File: config.mk
export PLATFORM = sky130hd
export DESIGN_NAME = usb_tx_bit_stuffer_flat
export DESIGN_NICKNAME = d
export VERILOG_FILES = /design/src/rtl/usb_tx_pkg.sv /design/src/rtl/usb_tx_if.sv /design/src/rtl/usb_tx_bit_stuffer_timer.sv /design/src/rtl/usb_tx_bit_stuffer.sv /design/src/flat_wrapper.sv
export SDC_FILE = /design/constraint.sdc
export NUM_CORES = 1
export LEC_CHECK = 0
export BUFFER_PORTS_ARGS = -buffer_cell sky130_fd_sc_hd__clkbuf_2
export CAP_MARGIN = 20
export CORE_MARGIN = 3
export CORE_UTILIZATION = 52
export DETAILED_ROUTE_END_ITERATION = 10
export PLACE_DENSITY = 0.78
export SKIP_LAST_GASP = 1
export SYNTH_ARGS = -nofsm -noshare
export SYNTH_HDL_FRONTEND = slang
export SYNTH_SLANG_ARGS = --single-unit
File: constraint.sdc
create_clock -name clk -period 1.99 [get_ports clk]
set_input_delay 0.2985 -clock clk [delete_from_list [all_inputs] [get_ports clk]]
set_output_delay 0.2985 -clock clk [all_outputs]
set_load 0.01 [all_outputs]
File: src/rtl/usb_tx_pkg.sv
// Shared types and constants for the USB transmit serializer.
package usb_tx_pkg;

    typedef enum logic [2:0] {
        IDLE,
        SYNC,
        DATA,
        STUFF,
        EOP,
        GAP
    } tx_state_t;

    localparam logic [7:0] SYNC_BYTE   = 8'h80;
    localparam logic [2:0] STUFF_LIMIT = 3'd6;
    localparam logic [1:0] EOP_BITS    = 2'd2;
    localparam logic [1:0] GAP_BITS    = 2'd1;

endpackage

File: src/rtl/usb_tx_if.sv
// Byte handshake between the packet source and the serializer.
interface usb_tx_if;

    logic [7:0] tx_byte;
    logic       tx_valid;
    logic       tx_last;
    logic       tx_accept;

    modport master (
        output tx_byte,
        output tx_valid,
        output tx_last,
        input  tx_accept
    );

    modport slave (
        input  tx_byte,
        input  tx_valid,
        input  tx_last,
        output tx_accept
    );

endinterface

File: src/rtl/usb_tx_bit_stuffer_timer.sv
// Bit-period timer: clk counter, period boundary and bit_en strobe.
module usb_bit_timer #(
    parameter int CLK_PER_BIT = 1
) (
    input  logic clk,
    input  logic n_rst,
    input  logic en,
    input  logic start,
    input  logic busy_nxt,
    output logic boundary,
    output logic bit_en
);

    localparam int CW = (CLK_PER_BIT > 1) ? $clog2(CLK_PER_BIT) : 1;
    localparam logic [CW-1:0] LAST = CW'(CLK_PER_BIT - 1);

    logic [CW-1:0] cnt_q, cnt_d;
    logic          bit_en_q, bit_en_d;

    always_comb begin
        boundary = en & (cnt_q == LAST);
        cnt_d    = cnt_q + 1'b1;
        if (!en || boundary) begin
            cnt_d = '0;
        end
        // strobe is only meaningful when a period spans several clks
        bit_en_d = (CLK_PER_BIT > 1) & busy_nxt & (start | boundary);
    end

    always_ff @(posedge clk or negedge n_rst) begin
        if (!n_rst) begin
            cnt_q    <= '0;
            bit_en_q <= 1'b0;
        end else begin
            cnt_q    <= cnt_d;
            bit_en_q <= bit_en_d;
        end
    end

    assign bit_en = bit_en_q;

endmodule

File: src/rtl/usb_tx_bit_stuffer.sv
// USB TX serializer: SYNC, LSB-first data with bit stuffing, EOP and idle gap.
module usb_tx_bit_stuffer #(
    parameter int CLK_PER_BIT = 1
) (
    input  logic    clk,
    input  logic    n_rst,
    usb_tx_if.slave tx,
    output logic    data,
    output logic    ready,
    output logic    eop,
    output logic    bit_en,
    output logic    busy,
    output logic    underrun
);
    import usb_tx_pkg::*;

    tx_state_t  state_q, state_d;
    logic [7:0] shreg_q, shreg_d;
    logic [2:0] idx_q, idx_d;
    logic [2:0] ones_q, ones_d;
    logic [1:0] eopc_q, eopc_d;
    logic       last_q, last_d;
    logic       data_q, data_d;
    logic       ready_q, ready_d;
    logic       eop_q, eop_d;
    logic       busy_q, busy_d;
    logic       underrun_q, underrun_d;

    logic       boundary, adv, start;
    logic       byte_end, load_pt, to_eop;
    logic [2:0] ones_nxt;

    usb_bit_timer #(
        .CLK_PER_BIT(CLK_PER_BIT)
    ) u_timer (
        .clk      (clk),
        .n_rst    (n_rst),
        .en       (busy_q),
        .start    (start),
        .busy_nxt (busy_d),
        .boundary (boundary),
        .bit_en   (bit_en)
    );

    assign start    = (state_q == IDLE) & tx.tx_valid;
    assign adv      = busy_q & boundary;
    assign ones_nxt = data_q ? ones_q + 3'd1 : 3'd0;

    // a byte ends once its last bit and any stuff bit after it are sent
    assign byte_end = adv & (idx_q == 3'd7) &
                      (((state_q == DATA) & (ones_nxt != STUFF_LIMIT)) |
                       (state_q == STUFF));
    assign load_pt  = (adv & (state_q == SYNC) & (idx_q == 3'd7)) |
                      (byte_end & ~last_q);

    assign tx.tx_accept = load_pt & tx.tx_valid;

    always_comb begin
        state_d    = state_q;
        shreg_d    = shreg_q;
        idx_d      = idx_q;
        ones_d     = ones_q;
        eopc_d     = eopc_q;
        last_d     = last_q;
        data_d     = data_q;
        ready_d    = ready_q;
        eop_d      = eop_q;
        busy_d     = busy_q;
        underrun_d = 1'b0;
        to_eop     = 1'b0;

        unique case (state_q)
            IDLE: begin
                if (start) begin
                    state_d = SYNC;
                    idx_d   = '0;
                    ones_d  = '0;
                    eopc_d  = '0;
                    data_d  = SYNC_BYTE[0];
                    ready_d = 1'b1;
                    busy_d  = 1'b1;
                end
            end
            SYNC: begin
                if (adv && idx_q != 3'd7) begin
                    idx_d  = idx_q + 3'd1;
                    data_d = SYNC_BYTE[idx_q + 3'd1];
                end
            end
            DATA: begin
                if (adv) begin
                    ones_d = ones_nxt;
                    if (ones_nxt == STUFF_LIMIT) begin
                        state_d = STUFF;
                        data_d  = 1'b0;
                    end else if (idx_q != 3'd7) begin
                        idx_d   = idx_q + 3'd1;
                        data_d  = shreg_q[0];
                        shreg_d = shreg_q >> 1;
                    end
                end
            end
            STUFF: begin
                if (adv) begin
                    ones_d = '0;
                    if (idx_q != 3'd7) begin
                        state_d = DATA;
                        idx_d   = idx_q + 3'd1;
                        data_d  = shreg_q[0];
                        shreg_d = shreg_q >> 1;
                    end
                end
            end
            EOP: begin
                if (adv) begin
                    if (eopc_q == EOP_BITS - 2'd1) begin
                        state_d = GAP;
                        eop_d   = 1'b0;
                        eopc_d  = '0;
                    end else begin
                        eopc_d  = eopc_q + 2'd1;
                    end
                end
            end
            GAP: begin
                if (adv) begin
                    if (eopc_q == GAP_BITS - 2'd1) begin
                        state_d = IDLE;
                        busy_d  = 1'b0;
                        eopc_d  = '0;
                    end else begin
                        eopc_d  = eopc_q + 2'd1;
                    end
                end
            end
            default: ;
        endcase

        if (load_pt) begin
            if (tx.tx_valid) begin
                state_d = DATA;
                idx_d   = '0;
                data_d  = tx.tx_byte[0];
                shreg_d = {1'b0, tx.tx_byte[7:1]};
                last_d  = tx.tx_last;
                if (state_q == SYNC) begin
                    ones_d = 3'd1;
                end
            end else begin
                underrun_d = 1'b1;
                to_eop     = 1'b1;
            end
        end else if (byte_end) begin
            to_eop = 1'b1;
        end

        if (to_eop) begin
            state_d = EOP;
            data_d  = 1'b0;
            ready_d = 1'b0;
            eop_d   = 1'b1;
            eopc_d  = '0;
        end
    end

    always_ff @(posedge clk or negedge n_rst) begin
        if (!n_rst) begin
            state_q    <= IDLE;
            shreg_q    <= '0;
            idx_q      <= '0;
            ones_q     <= '0;
            eopc_q     <= '0;
            last_q     <= 1'b0;
            data_q     <= 1'b0;
            ready_q    <= 1'b0;
            eop_q      <= 1'b0;
            busy_q     <= 1'b0;
            underrun_q <= 1'b0;
        end else begin
            state_q    <= state_d;
            shreg_q    <= shreg_d;
            idx_q      <= idx_d;
            ones_q     <= ones_d;
            eopc_q     <= eopc_d;
            last_q     <= last_d;
            data_q     <= data_d;
            ready_q    <= ready_d;
            eop_q      <= eop_d;
            busy_q     <= busy_d;
            underrun_q <= underrun_d;
        end
    end

    assign data     = data_q;
    assign ready    = ready_q;
    assign eop      = eop_q;
    assign busy     = busy_q;
    assign underrun = underrun_q;

endmodule

File: src/flat_wrapper.sv
// flat-port wrapper written by rule: the top's interface ports become plain ports
module usb_tx_bit_stuffer_flat import usb_tx_pkg::*;
#(
    parameter int CLK_PER_BIT = 1
)
  (clk, n_rst, data, ready, eop, bit_en, busy, underrun, tx_tx_byte, tx_tx_valid, tx_tx_last, tx_tx_accept);
  usb_tx_if tx_i ();
  input  logic clk;
  input  logic n_rst;
  output logic data;
  output logic ready;
  output logic eop;
  output logic bit_en;
  output logic busy;
  output logic underrun;
  input wire logic [$bits(tx_i.tx_byte)-1:0] tx_tx_byte;
  input wire logic [$bits(tx_i.tx_valid)-1:0] tx_tx_valid;
  input wire logic [$bits(tx_i.tx_last)-1:0] tx_tx_last;
  output wire logic [$bits(tx_i.tx_accept)-1:0] tx_tx_accept;
  assign tx_i.tx_byte = tx_tx_byte;
  assign tx_i.tx_valid = tx_tx_valid;
  assign tx_i.tx_last = tx_tx_last;
  assign tx_tx_accept = tx_i.tx_accept;
  usb_tx_bit_stuffer #(.CLK_PER_BIT(CLK_PER_BIT)) u_core (.clk(clk), .n_rst(n_rst), .tx(tx_i), .data(data), .ready(ready), .eop(eop), .bit_en(bit_en), .busy(busy), .underrun(underrun));
endmodule
Yosys cells after proc, flatten, opt, wreduce, memory -nomap -nowiden. Memory sizes are Yosys's and may differ from the RTL's. Cells that the tools add are included.

Register bits: 26. Memory bits (read-only): 8. Bits of input ports: 12. Output and inout port bits: 7. Logic and storage cells: 135. Memories kept: 1.

$add $sub $neg: 4. Magnitude comparators: 1. Eq/ne operators: 16. Multiplexer cells: 70. Bitwise operators: 14. Reductions and logical operators: 17.

Memory list: (name not given) (words 8, bits a word 1, rd ports 1, clocked after Yosys merged registers in 0, wr ports 0, line usb_tx_bit_stuffer.sv:87) `data_d = SYNC_BYTE[idx_q + 3'd1];`.

Operator list (count): $mux W3 (27); $mux W8 (6); $mux W1 (24); $pmux W8 S2 (1); $pmux W3 S5 (1); $eq A3 B3 Y1 const B (4); $mux W2 (6); $pmux W3 S4 (1); $reduce_bool A2 Y1 (6); $and A1 B1 Y1 (10); $ne A3 B1 Y1 const B (3); $pmux W3 S3 (1); $reduce_and A4 Y1 (2); $add A3 B1 Y3 const B (2); $eq A3 B2 Y1 const B (2); $ne A2 B1 Y1 const B (3); $ne A3 B3 Y1 const B (2); $pmux W2 S3 (1); $lt A3 B4 Y1 const B (1); $pmux W1 S4 (1); $reduce_and A2 Y1 (2); $reduce_bool A4 Y1 (1); $eq A3 B1 Y1 const B (1); $logic_not A3 Y1 (1); 11 further kinds (13).

Longest topological paths before layout.
Depth in word-level cells: 11. Mapped depth: 8. Depth with buffers taken out: 8.

Hierarchy. A second synthesis with hierarchy kept.

Cells, all modules: 186. Area total of the unflattened synthesis: 1680.4 um^2.

Modules (own cells, without submodules): usb_tx_bit_stuffer (times used 1, cells an instance 182, area an instance 1630.3 um^2, sequential area each 625.6 um^2); usb_bit_timer (times used 1, cells an instance 4, area an instance 50.0 um^2, sequential area each 25.0 um^2).

Least setup slack after synthesis. No wires, ideal clock.

Path type: register to register. Start point: register u_core.idx_q[0]. End point: register u_core.idx_q[2]. Arrival time: 1895 ps. Path slack: -29 ps. Stages on the path, launching flop included: 9. Buffers on the path: 1. Period minus slack after synthesis: 2019 ps. Cell sequence: dfrtp_1 -> ha_1 -> ha_1 -> clkbuf_1 -> nor3b_1 -> nor2_1 -> a21oi_1 -> nor4_1 -> o31a_1.

Longest elaborated chain between the ends: 7.

Ends and longest elaborated chain: start: declaration (line usb_tx_bit_stuffer.sv:19) `logic [2:0] idx_q, idx_d;`; start signal: assignment (line usb_tx_bit_stuffer.sv:182) `idx_q <= idx_d;`; $add A3 B1 Y3 / $ne A3 B3 Y1 (equally long branches); $mux W3 (line usb_tx_bit_stuffer.sv:96, usb_tx_bit_stuffer.sv:106); $mux W3 (line usb_tx_bit_stuffer.sv:93) `if (ones_nxt == STUFF_LIMIT) begin`; $mux W3 (line usb_tx_bit_stuffer.sv:91) `if (adv) begin`; $pmux W3 S4 (line usb_tx_bit_stuffer.sv:72) `unique case (state_q)`; $mux W3 (line usb_tx_bit_stuffer.sv:140) `if (tx.tx_valid) begin`; $mux W3 (*) (line usb_tx_bit_stuffer.sv:139) `if (load_pt) begin`; net u_core.idx_d[2] (line usb_tx_bit_stuffer.sv:19).

The timed path passes the listed nets; every way through them passes the cells marked *. A chain may end at the register's enable or synchronous reset.

Worst setup path in the final report.
Start point: register u_core.ones_q[1]. End point: output port tx_tx_accept.

Longest elaborated chain between the ends: 9.

Ends and longest elaborated chain: start: declaration (line usb_tx_bit_stuffer.sv:20) `logic [2:0] ones_q, ones_d;`; start signal: assignment (line usb_tx_bit_stuffer.sv:183) `ones_q <= ones_d;`; $add A3 B1 Y3 (line usb_tx_bit_stuffer.sv:47) `assign ones_nxt = data_q ? ones_q + 3'd1 : 3'd0;`; $mux W3 (line usb_tx_bit_stuffer.sv:47); $ne A3 B3 Y1 (line usb_tx_bit_stuffer.sv:51) `(((state_q == DATA) & (ones_nxt != STUFF_LIMIT)) |`; $and A1 B1 Y1 (line usb_tx_bit_stuffer.sv:51); $or A1 B1 Y1 (line usb_tx_bit_stuffer.sv:51); $and A1 B1 Y1 (line usb_tx_bit_stuffer.sv:50) `assign byte_end = adv & (idx_q == 3'd7) &`; $and A1 B1 Y1 (line usb_tx_bit_stuffer.sv:54) `(byte_end & ~last_q);`; $or A1 B1 Y1 (line usb_tx_bit_stuffer.sv:53) `assign load_pt = (adv & (state_q == SYNC) & (idx_q == 3'd7)) |`; $and A1 B1 Y1 (line usb_tx_bit_stuffer.sv:56) `assign tx.tx_accept = load_pt & tx.tx_valid;`; end: declaration (line flat_wrapper.sv:19) `output wire logic [$bits(tx_i.tx_accept)-1:0] tx_tx_accept;`.

No other way between the ends.

==> reports/results.ini <==
[drt]
drt_wl_total_um = 3946
wire_per_inst_um = 16.44
drc = 0
ant_nets = 0
dr.pass1.iters = 4
avgViaCountPerCell = 5.996
vias = 1439
first_iter_violations = 72

[cells_and_area]
n_antenna_cell = 0
multi_input_area_sq_um = 969.7
layout.nets = 230
drive_gt1_share_pct = 33.49
area_growth_syn_to_layout_pct = 25.96
final_common_cell = nor2_1
final_cell_area_sq_mm = 0.002003
layout_common_cells = nor2_1 (28), dfrtp_1 (26), buf_4 (22)
fillCellCount = 206
final_util_pct = 70.81
regArea_sq_um = 650.6

[sta]
drv_slew = 0
min_period_ns = 1.950
fin_skew_ns = 0.01978
max-slew-margin-rel_pct = 55.46
hold_viol = 0
fmax_mhz = 512.9
tightest_slew_ns = 0.6681
timing.setup.tns_ns = 0
period_share_pct = 97.97
rsz0062_at_grt = yes
final.setup.worst_slack_ns = 0.04047
setup_viol = 0

[clocking]
insertion_delay_ns = 0.34
cts_tree = yes
clock-sinks = 26
cts_buffers = 3
h-tree-depth = 1
clk_pin_slew_ns = 0.16
root_buffer = clkbuf_4
cts_buffer_depth = 2

[logic_synthesis]
yosysSeqAreaShare_pct = 40.91
synth_seq_cells = 26
syn_avg_cell_area_sq_um = 9.300
synthFlopType = dfrtp_1
yosys_warnings = 0
syn_inst = 171
synth-async-reset-ratio_pct = 100.0
synth_edf_count = 0
synth.distinct_cells = 45
syn_area_sq_mm = 0.001590

[floorplanning]
fp-row-count = 19
fp.dieW_um = 61.30
core-area_sq_mm = 0.002829
io_pins = 19
die-area_sq_mm = 0.003758
die_h_um = 61.30
initial_core_util_pct = 56.21

[run]
drv_cap = 0

[placed_design]
finalWeightedCongestion = 0.9288
dp_slack_ns = 0.07245
place_area_sq_mm = 0.001772
dpl.hpwl_um = 2836
io_buffer_count = 17

[global_route]
grt_overflow_total = 0
antenna_found_initial = 0
grt_use_total_pct = 22.86
first_global_vias = 1368
grt_max_degree = 27
grt_pass1_wl_um = 6382

[critical_path]
worst-setup-path-type = flop to output pin
worstSetupStartpointType = flop
critical-path-slowest-cell = dfrtp_1
cp.required_ns = 1.69
end_kind = output pin
cp.arrival_ns = 1.65
path_cells = ha_4, xor2_2, a41oi_2, o211ai_2, inv_2, buf_6
path_max_fanout = 2
path_buf_inv = 2
slowest_delay_ns = 0.44
cp_top_family = flip-flops

[power]
power_frac_seq_pct = 62.0
p_leak_nw = 0.8934
peakVddDrop_mv = 0.4027
netSwitchingPower_w = 0.0001978
p_per_area_mw_per_mm2 = 427.4
p_sw_share_pct = 23.11
power.internal_w = 0.0006583
p_clk_share_pct = 33.3
p_comb_share_pct = 4.7

[min_path]
hp-class = input pin to flop

[run_status]
status = complete, no violations

-- registers in the layout, indices dropped and copies added, names as in the netlist --
register and count:
u_core.state_q 3, u_core.idx_q 3, u_core.last_q 1, u_core.ready 1
u_core.eopc_q 2, u_core.ones_q 3, u_core.underrun 1, u_core.data 1
u_core.eop 1, u_core.shreg_q 8, u_core.u_timer.cnt_q 1, u_core.busy 1
-- layout make-up --
| class | instances | share of cell area (%) |
|---|---|---|
| clock buffer | 4 | 1.811 |
| sequential | 26 | 32.48 |
| inverter | 8 | 1.499 |
| tap | 31 | 1.936 |
| timing repair buffer | 41 | 13.87 |
| multi-input combinational | 130 | 48.41 |
-- what timing repair did --
item	in CTS	in global routing
hold endpoints to repair	26	0
pin swaps	3	6
endpoints found under the setup margin	1	11
hold buffers	1	0
resized for setup	6	14
setup buffers	6	4
-- worst register-to-register path, stage by stage, from the launching register on --
cell and delay [ns]:
dfrtp_1 0.44, ha_4 0.18, xor2_2 0.15, buf_4 0.14, buf_4 0.12, nand4_1 0.16
nor3_2 0.08, o41a_1 0.32, o31a_1 0.25
-- power by group through the flow --
stage               logic (W)  registers, W  clock network [W]
CTS                 0.0000405      0.000531           0.000281
detailed placement  0.0000388      0.000541                  0
floorplan           0.0000133      0.000541                  0
global placement    0.0000383      0.000541                  0
global route        0.0000457      0.000531           0.000304
finish              0.0000403      0.000531           0.000285
-- stage by stage --
stage / power, W / hold slack (ns) / std cells
after CTS: 0.0008528 / 0.1954 / 236
after detailed placement: 0.0005794 / 0.3565 / 225
final: 0.0008561 / 0.1825 / 240
after floorplan: 0.0005539 / 0.002909 / 172
after global routing: 0.0008807 / 0.1852 / 240
after global placement: 0.0005788 / 0.3512 / 225
-- cell usage after synthesis, types with 2 or more instances --
| cell | instances | area (sq um) |
|---|---|---|
| a21o_1 | 3 | 22.52 |
| a21oi_1 | 10 | 50.05 |
| a21oi_2 | 7 | 61.31 |
| a41oi_1 | 2 | 17.52 |
| and2_1 | 2 | 12.51 |
| and3_1 | 2 | 12.51 |
| buf_6 | 2 | 22.52 |
| clkbuf_1 | 5 | 18.77 |
| dfrtp_1 | 26 | 650.6 |
| ha_1 | 8 | 100.1 |
| inv_1 | 6 | 22.52 |
| mux2i_1 | 10 | 100.1 |
| nand2_1 | 10 | 37.54 |
| nand3_1 | 3 | 15.01 |
| nand4_1 | 2 | 12.51 |
| nor2_1 | 28 | 105.1 |
| nor2b_1 | 2 | 12.51 |
| nor3_1 | 6 | 30.03 |
| nor3b_1 | 4 | 30.03 |
| o21ai_0 | 7 | 35.03 |
| or4_1 | 2 | 15.01 |
-- cells by family (layout without fill, tap and decap cells) --
group | count (synthesis) | after routing | synth area share, %
fa+ha+maj | 8 | 8 | 6.295
xor+xnor | 1 | 1 | 0.5508
buf+inv | 16 | 53 | 4.956
compound gates | 41 | 41 | 18.57
simple gates | 67 | 67 | 21.48
flops | 26 | 26 | 40.91
mux | 11 | 11 | 7.003
other cells | 1 | 2 | 0.2358
-- path summary, 6_finish.rpt --
| path | start | endpoint | slack (ns) | cells past startpoint |
|---|---|---|---|---|
| max in group asynchronous | n_rst | u_core.u_timer.cnt_q$_DFF_PN0_ | 1.05 | 2 |
| worst max-delay path | u_core.ones_q[1]$_DFF_PN0_ | tx_tx_accept | 0.04 | 6 |
| worst max register to register | u_core.ones_q[1]$_DFF_PN0_ | u_core.idx_q[2]$_DFF_PN0_ | 0.06 | 8 |
| min in group asynchronous | n_rst | u_core.state_q[1]$_DFF_PN0_ | 0.50 | 2 |
| worst min-delay path | tx_tx_byte[1] | u_core.shreg_q[0]$_DFF_PN0_ | 0.18 | 3 |
| worst min register to register | u_core.eop$_DFFE_PN0P_ | u_core.eop$_DFFE_PN0P_ | 0.50 | 1 |
-- metal layers --
layer	GRT usage, %	up-vias	wire (um)
li1	-	680	-
met1	31.32	707	1740
met2	37.76	45	2003
met3	3.354	7	166
met4	6.192	0	35
met5	0	-	0
Note: power is estimated with default switching activity, not from simulation.
